[config.mk]
export PLATFORM = sky130hd
export DESIGN_NAME = guess_arbiter
export DESIGN_NICKNAME = d
export VERILOG_FILES = /design/src/rtl/guess_arbiter.sv
export SDC_FILE = /design/constraint.sdc
export NUM_CORES = 1
export LEC_CHECK = 0
export CAP_MARGIN = 20
export CORE_AREA = 2 2 89 91
export CTS_CLUSTER_SIZE = 30
export DETAILED_ROUTE_END_ITERATION = 10
export DIE_AREA = 0 0 91 93
export GPL_ROUTABILITY_DRIVEN = 0
export GPL_TIMING_DRIVEN = 0
export MAX_ROUTING_LAYER = met4
export PLACE_DENSITY = 0.77
export SYNTH_ARGS = -nofsm -noshare
export SYNTH_HDL_FRONTEND = slang
export SYNTH_SLANG_ARGS = --single-unit
[constraint.sdc]
create_clock -name clk -period 3 [get_ports clk]
set_input_delay 0.3 -clock clk [delete_from_list [all_inputs] [get_ports clk]]
set_output_delay 0.3 -clock clk [all_outputs]
set_load 0.02 [all_outputs]
[src/rtl/guess_arbiter.sv]
// Round sequencer for the hangman datapath: round-robin keypad arbitration, letter
// normalisation, repeat filtering and guess issue/ack handshake.
// state | meaning: IDLE no round | START start pulse | WAIT_RDY datapath ready | ARB pick player
//   CHECK validate letter | ISSUE wait red_busy | EVAL wait result | DONE game over, wait word drop
module guess_arbiter #(
  parameter int NUM_PLAYERS = 4,
  parameter int ACK_TIMEOUT = 255
) (
  input  logic                     clk,
  input  logic                     nRst,
  input  logic                     word_valid,
  input  logic [NUM_PLAYERS-1:0]   req,
  input  logic [8*NUM_PLAYERS-1:0] req_letter,
  input  logic                     game_rdy,
  input  logic                     red_busy,
  input  logic                     game_over,
  output logic                     toggle_state,
  output logic [7:0]               guess,
  output logic [NUM_PLAYERS-1:0]   grant,
  output logic                     reject,
  output logic                     timeout_err,
  output logic [2:0]               turn,
  output logic [25:0]              guessed_mask,
  output logic                     busy
);

  typedef enum logic [2:0] {
    IDLE, START, WAIT_RDY, ARB, CHECK, ISSUE, EVAL, DONE
  } state_t;

  state_t state, state_next;

  logic [2:0]  ptr;
  logic [7:0]  letter;
  logic [7:0]  cnt;

  logic                   hi_found, lo_found, pick_found;
  logic [2:0]             hi_idx, lo_idx, pick_idx, ptr_next;
  logic [7:0]             hi_letter, lo_letter, pick_letter;
  logic [NUM_PLAYERS-1:0] pick_onehot;

  logic [7:0]  norm;
  logic [4:0]  letter_idx;
  logic [25:0] letter_onehot;
  logic        letter_ok, accept;

  logic do_start, do_grant, do_reject, do_accept, do_timeout;

  // Descending scan leaves the lowest matching index; "hi" only considers players at or after ptr.
  always_comb begin
    hi_found  = 1'b0;
    lo_found  = 1'b0;
    hi_idx    = '0;
    lo_idx    = '0;
    hi_letter = '0;
    lo_letter = '0;
    for (int j = NUM_PLAYERS - 1; j >= 0; j--) begin
      if (req[j]) begin
        lo_found  = 1'b1;
        lo_idx    = 3'(j);
        lo_letter = req_letter[8*j +: 8];
        if (j >= int'(ptr)) begin
          hi_found  = 1'b1;
          hi_idx    = 3'(j);
          hi_letter = req_letter[8*j +: 8];
        end
      end
    end
    pick_found  = lo_found;
    pick_idx    = hi_found ? hi_idx : lo_idx;
    pick_letter = hi_found ? hi_letter : lo_letter;
    pick_onehot = NUM_PLAYERS'(1) << pick_idx;
    ptr_next    = (pick_idx == 3'(NUM_PLAYERS - 1)) ? 3'd0 : pick_idx + 3'd1;
  end

  always_comb begin
    norm          = (letter >= 8'h61 && letter <= 8'h7A) ? letter - 8'h20 : letter;
    letter_ok     = (norm >= 8'h41) && (norm <= 8'h5A);
    letter_idx    = 5'(norm - 8'h41);
    letter_onehot = 26'd1 << letter_idx;
    accept        = letter_ok && ((guessed_mask & letter_onehot) == 26'd0);
  end

  always_ff @(posedge clk or negedge nRst) begin
    if (!nRst) state <= IDLE;
    else       state <= state_next;
  end

  always_comb begin
    state_next = state;
    do_start   = 1'b0;
    do_grant   = 1'b0;
    do_reject  = 1'b0;
    do_accept  = 1'b0;
    do_timeout = 1'b0;
    case (state)
      IDLE:     if (word_valid) begin
                  state_next = START;
                  do_start   = 1'b1;
                end
      START:    state_next = WAIT_RDY;
      WAIT_RDY: if (game_rdy) state_next = ARB;
      ARB:      if (game_over) state_next = DONE;
                else if (pick_found) begin
                  state_next = CHECK;
                  do_grant   = 1'b1;
                end
      CHECK:    if (accept) begin
                  state_next = ISSUE;
                  do_accept  = 1'b1;
                end else begin
                  state_next = ARB;
                  do_reject  = 1'b1;
                end
      ISSUE:    if (red_busy) state_next = EVAL;
                else if (cnt == 8'(ACK_TIMEOUT - 1)) begin
                  state_next = ARB;
                  do_timeout = 1'b1;
                end
      EVAL:     if (game_rdy && !red_busy) state_next = ARB;
      DONE:     if (!word_valid) state_next = IDLE;
      default:  state_next = IDLE;
    endcase
  end

  always_ff @(posedge clk or negedge nRst) begin
    if (!nRst) begin
      toggle_state <= 1'b0;
      guess        <= '0;
      grant        <= '0;
      reject       <= 1'b0;
      timeout_err  <= 1'b0;
      turn         <= '0;
      guessed_mask <= '0;
      ptr          <= '0;
      letter       <= '0;
      cnt          <= '0;
    end else begin
      toggle_state <= do_start;
      grant        <= do_grant ? pick_onehot : '0;
      reject       <= do_reject;
      timeout_err  <= do_timeout;
      if (do_grant) begin
        turn   <= pick_idx;
        letter <= pick_letter;
        ptr    <= ptr_next;
      end
      if (do_accept) begin
        guess        <= norm;
        guessed_mask <= guessed_mask | letter_onehot;
        cnt          <= '0;
      end else if (state == ISSUE && !red_busy) begin
        cnt <= cnt + 8'd1;
      end
      if (state == DONE && !word_valid) guessed_mask <= '0;
    end
  end

  assign busy = (state != IDLE) && (state != DONE);

endmodule
# After elaboration in Yosys (flattened, before gate mapping)
# Cells that the tools add are included.
# totals
ff_bits,66
latchBits,0
mem_bits_rw,0
rom_bits,0
in_bits,42
output_inout_bits,45
memories,0
# op_classes
addsub,4
multipliers,0
div_mod_pow,0
order_cmp,8
n_eq_ne,16
n_shift,2
mux,67
bitwise_logic,2
n_reduce_logical,15
# op_table
op,count
two-way mux 8 bit,16
two-way mux 3 bit,20
two-way mux 26 bit,2
bitwise AND 26 bit,1
zero test 26 bit,1
bitwise OR 26 bit,1
left shift 1 x 5 -> 26 bit (first input constant),1
two-way mux 1 bit,24
case mux 3 bit (8 select lines),1
>= comparator 8 x 7 -> 1 bit (second input constant),2
less-or-equal comparator 8 x 7 -> 1 bit (second input constant),2
equality test 3 bit (second input constant),4
equality test 3 x 2 -> 1 bit (second input constant),3
!= test 3 bit (second input constant),3
adder 8 x 1 -> 8 bit (second input constant),1
equality test 8 bit (second input constant),1
!= test 2 bit (second input constant),4
subtractor 8 x 6 -> 8 bit (second input constant),1
logical AND 1 bit,7
>= comparator 1 x 3 -> 1 bit (first input constant),2
>= comparator 2 x 3 -> 1 bit (first input constant),2
two-way mux 2 bit,3
AND reduction 6 bit,1
subtractor 5 x 1 -> 5 bit (second input constant),1
8 further kinds,10

# Depth between registers and ports, before layout
# logic_depth
word_depth,12
ltp_mapped,10

# Least setup slack after synthesis
# Ideal clock, no wire load.
# synth_timing
kind,register to register
start,reg letter[0]
end,reg guess[0]
setup_ps,125
t_arrival_ps,2072
t_required_ps,2875
slack_ps,804
stages_incl_launch_ff,8
n_path_buf,2
synth_period_minus_slack_ps,2196
cell_sequence,dfrtp_1 buf_6 mux4_2 nand3_1 and4b_1 buf_4 nor4b_4 mux2_2
# synth_via
elab_chain_len,10
word_cells_on_any_way,15
# synth_rtl
item,line_no,source
start: declaration,34,logic [7:0] letter;
start signal: assignment,145,letter <= pick_letter;
>= comparator 8 x 7 -> 1 bit or less-or-equal comparator 8 x 7 -> 1 bit (tied branches),77,norm = (letter >= 8'h61 && letter <= 8'h7A) ? letter - 8'h20 : letter;
logical AND 1 bit,77,
two-way mux 8 bit (*),77,
subtractor 5 x 1 -> 5 bit,79,letter_idx = 5'(norm - 8'h41);
left shift 1 x 5 -> 26 bit,80,letter_onehot = 26'd1 << letter_idx;
bitwise AND 26 bit,81,accept = letter_ok && ((guessed_mask & letter_onehot) == 26'd0);
zero test 26 bit,81,
logical AND 1 bit,81,
two-way mux 1 bit,108,CHECK: if (accept) begin
two-way mux 1 bit,96,case (state)
end signal: assignment,149,guess <= norm;
end: declaration,18,"output logic [7:0] guess,"
# Every way passes the cells marked *; elsewhere a longest branch is shown, timed or not.
# A chain may end at the register's enable or synchronous reset.

# Worst setup path in the final report
# layout_timing
start,reg letter[1]
end,reg guess[0]
# The elaborated chain is that of the path after synthesis.

==> run_results.csv <==
group,metric,value,unit
clocking,root_buffer,"clkbuf_8",
clocking,cts_buffers,9,
finish,multiInputGateArea,0.00187,mm^2
finish,finalNetCount,533,
clocking,cts_resized,0,
power_and_ir_drop,p_per_area,775,mW/mm^2
power_and_ir_drop,seq_power_share,34.0,%
clocking,insertion_delay,0.35,ns
setup_path,crit_chain,"buf_2 > and2_1 > clkbuf_1 > nand4_1 > o311a_1 > nand3_1 > nor4b_4 > mux2_2",
global_route,grt_max_degree,65,
floorplanning,die_w,91,um
power_and_ir_drop,combPwrFrac,48.3,%
setup_path,cp.buffers_inverters,2,
yosys,yosys_warnings,0,
yosys,synth.net_count,437,
setup_path,required,3.23,ns
yosys,synth_cell_type_count,57,
yosys,async_reset_ff_share,100,%
place,place_hpwl,7340,um
route,initialDrtViolationCount,310,
global_route,track_usage,25.1,%
timing,slew_violations,0,
yosys,ys_seq_area_share,43.8,%
power_and_ir_drop,p_leak,0.00205,uW
clocking,htree_levels,3,
route,avgViaCountPerCell,6.02,
clocking,clk_pin_slew,0.08,ns
yosys,synth_seq_cells,64,
timing,slew_headroom,31.7,%
power_and_ir_drop,net-switching-power,1610,uW
finish,insertedDiodeCount,0,
global_route,antenna_found_initial,0,
route,dr.pass1.iters,5,
setup_path,slowest_stage,"nor4b_4",
clocking,cts_setup_buffers,0,
floorplanning,rows,32,
route,routed_wl,10000,um
yosys,synthCells,388,
setup_path,worstPathArrival,2.72,ns
finish,fin_util,63.8,%
global_route,grt.overflow.total,0,
timing,setup_viol,0,
yosys,synthesis.area,0.00366,mm^2
power_and_ir_drop,irDropWorstVdd,0.000380,V
setup_path,max_stage_delay,0.51,ns
yosys,synth-edff-count,0,
timing,finalHoldViolations,0,
setup_path,worstPathMaxFanout,10,
place,port_buffers,85,
setup_path,reg2reg_slack,0.52,ns
setup_path,critPathTopFamily,"simple AND/OR/NAND/NOR gates",
clocking,clockBufferDepth,2,
finish,fin_area,0.00481,mm^2
global_route,grt_pass1_vias,3327,
power_and_ir_drop,intPower,2120,uW
floorplanning,core,0.00753,mm^2
route,postRouteAntennaNets,0,
timing,skew,0.00908,ns
timing,min_period,2.48,ns
timing,period_share,82.8,%
route,drc,0,
floorplanning,num_io_pins,87,
floorplanning,die-area,0.00846,mm^2
global_route,grt_pass1_wl,16500,um
timing,grt_setup_unrepaired,"false",
power_and_ir_drop,p_clk_share,17.7,%
setup_path,criticalPathCategory,"flip-flop to flip-flop",
floorplanning,initial_core_util,48.6,%
clocking,cts_sinks,64,
status,outcome,"complete, no violations",
yosys,avgSynthCellArea,9.43,um^2
timing,worst_slew_pin_slew,1.02,ns
clocking,cts_tree,"done",
finish,seq_area,0.00160,mm^2
finish,area_delta_synth_final,31.4,%
flow_run,cap_violations,0,
route,detail_route.wl_per_cell,16.9,um
floorplanning,die_h,93,um
worst_hold_path,hp-class,"primary input to async pin",
power_and_ir_drop,swShare,43.2,%
route,vias,3559,
timing,fmax,403,MHz
setup_path,endpoint_kind,"flip-flop",
power_and_ir_drop,total_power,3730,uW
clocking,cts_hold_buf,0,
yosys,ys.flop_type,"dfrtp_1",
setup_path,start_kind,"flip-flop",
finish,fillers,643,
place,placed_cell_area,0.00463,mm^2
finish,layout-drive-gt1-share,8.79,%
registers in the layout, summed over array words and instances (netlist names):
register and count:
cnt 8, grant 4, guess 8, guessed_mask 26
letter 8, ptr 2, reject 1, state 3
timeout_err 1, toggle_state 1, turn 2
per-stage QoR:
stage	TNS, ns	hold slack, ns	cells	setup WS [ns]
3_5_place_dp	0	0.445	575	0.320
4_1_cts	0	0.0768	591	0.509
3_3_place_gp	-26.86	0.448	575	-0.424
5_1_grt	0	0.113	591	0.349
6_report	0	0.0399	591	0.516
2_1_floorplan	0	0.00441	388	0.804
area by class of cell:
cell class | instances | share of cell area, %
plain buffers | 33 | 3.10
clock inverters | 7 | 0.989
flip-flops and latches | 64 | 33.3
well taps | 102 | 2.66
clock buffers | 9 | 2.58
multi-input cells | 281 | 38.9
repair buffers | 85 | 17.7
inverters | 10 | 0.781
power groups by stage:
stage / logic (uW) / clock network [uW] / registers [uW]
6_report: 1800 / 660 / 1270
3_5_place_dp: 1780 / 0 / 1280
2_1_floorplan: 1060 / 0 / 1350
4_1_cts: 1790 / 667 / 1260
5_1_grt: 1980 / 709 / 1300
3_3_place_gp: 1740 / 0 / 1270
cell usage in the layout, fill, tap and decap left out, drive strengths merged, types with 9 or more instances in the layout:
| cell type | n |
|---|---|
| dfrtp | 64 |
| a21oi | 13 |
| clkbuf | 30 |
| nor2 | 35 |
| and3 | 14 |
| clkdlybuf4s50 | 84 |
| inv | 11 |
| a31oi | 14 |
| a32o | 21 |
| buf | 13 |
| mux2 | 11 |
| o21ai | 15 |
| nand2 | 25 |
| nand3 | 32 |
| nor2b | 9 |
cell families after synthesis:
logic type / synth area share [%]
AND/OR/NAND/NOR: 21.6
AO/OA/AOI/OAI: 20.4
flip-flops: 43.8
buffers and inverters: 5.10
multiplexers: 4.89
adder cells (fa/ha/maj): 2.39
XOR/XNOR: 1.68
other: 0.103
Yosys cell counts, drive strengths merged, types with 4 or more instances:
cell	n	share of area (%)
a32o	21	5.7
o211ai	8	1.6
nand2	25	2.6
mux2	11	3.4
nand2b	4	0.68
xor2	6	1.4
nor3	6	0.82
and2	8	1.4
and3	14	2.4
a32oi	8	1.9
a21oi	13	1.8
ha	7	2.4
clkbuf	21	2.2
nor2b	9	1.5
inv	10	1.0
o21ai	15	2.1
nand3	32	4.4
nor2	35	3.6
dfrtp	64	44
a31oi	14	2.4
nand4	6	1.0
buf	12	1.9
worst paths after layout:
| check | start | endpoint | cells after the start |
|---|---|---|---|
| min in group clk | guess[6]$_DFFE_PN0N_ | guess[6]$_DFFE_PN0N_ | 1 |
| setup reg to reg | letter[1]$_DFFE_PN0P_ | guess[0]$_DFFE_PN0N_ | 8 |
| hold reg to reg | guess[6]$_DFFE_PN0N_ | guess[6]$_DFFE_PN0N_ | 1 |
| max in group asynchronous | nRst | guess[6]$_DFFE_PN0N_ | 1 |
| hold / removal | nRst | guessed_mask[22]$_DFFE_PN0P_ | 1 |
| setup / recovery | letter[1]$_DFFE_PN0P_ | guess[0]$_DFFE_PN0N_ | 8 |
routing by layer:
layer	share of wire [%]	global-route usage [%]	wire [um]
met5	0	-	0
met2	47	37.9	4730
met4	2.4	12.4	239
met1	42	33.0	4240
met3	8.0	4.51	801
No activity file was read; power rests on OpenSTA's default activity.
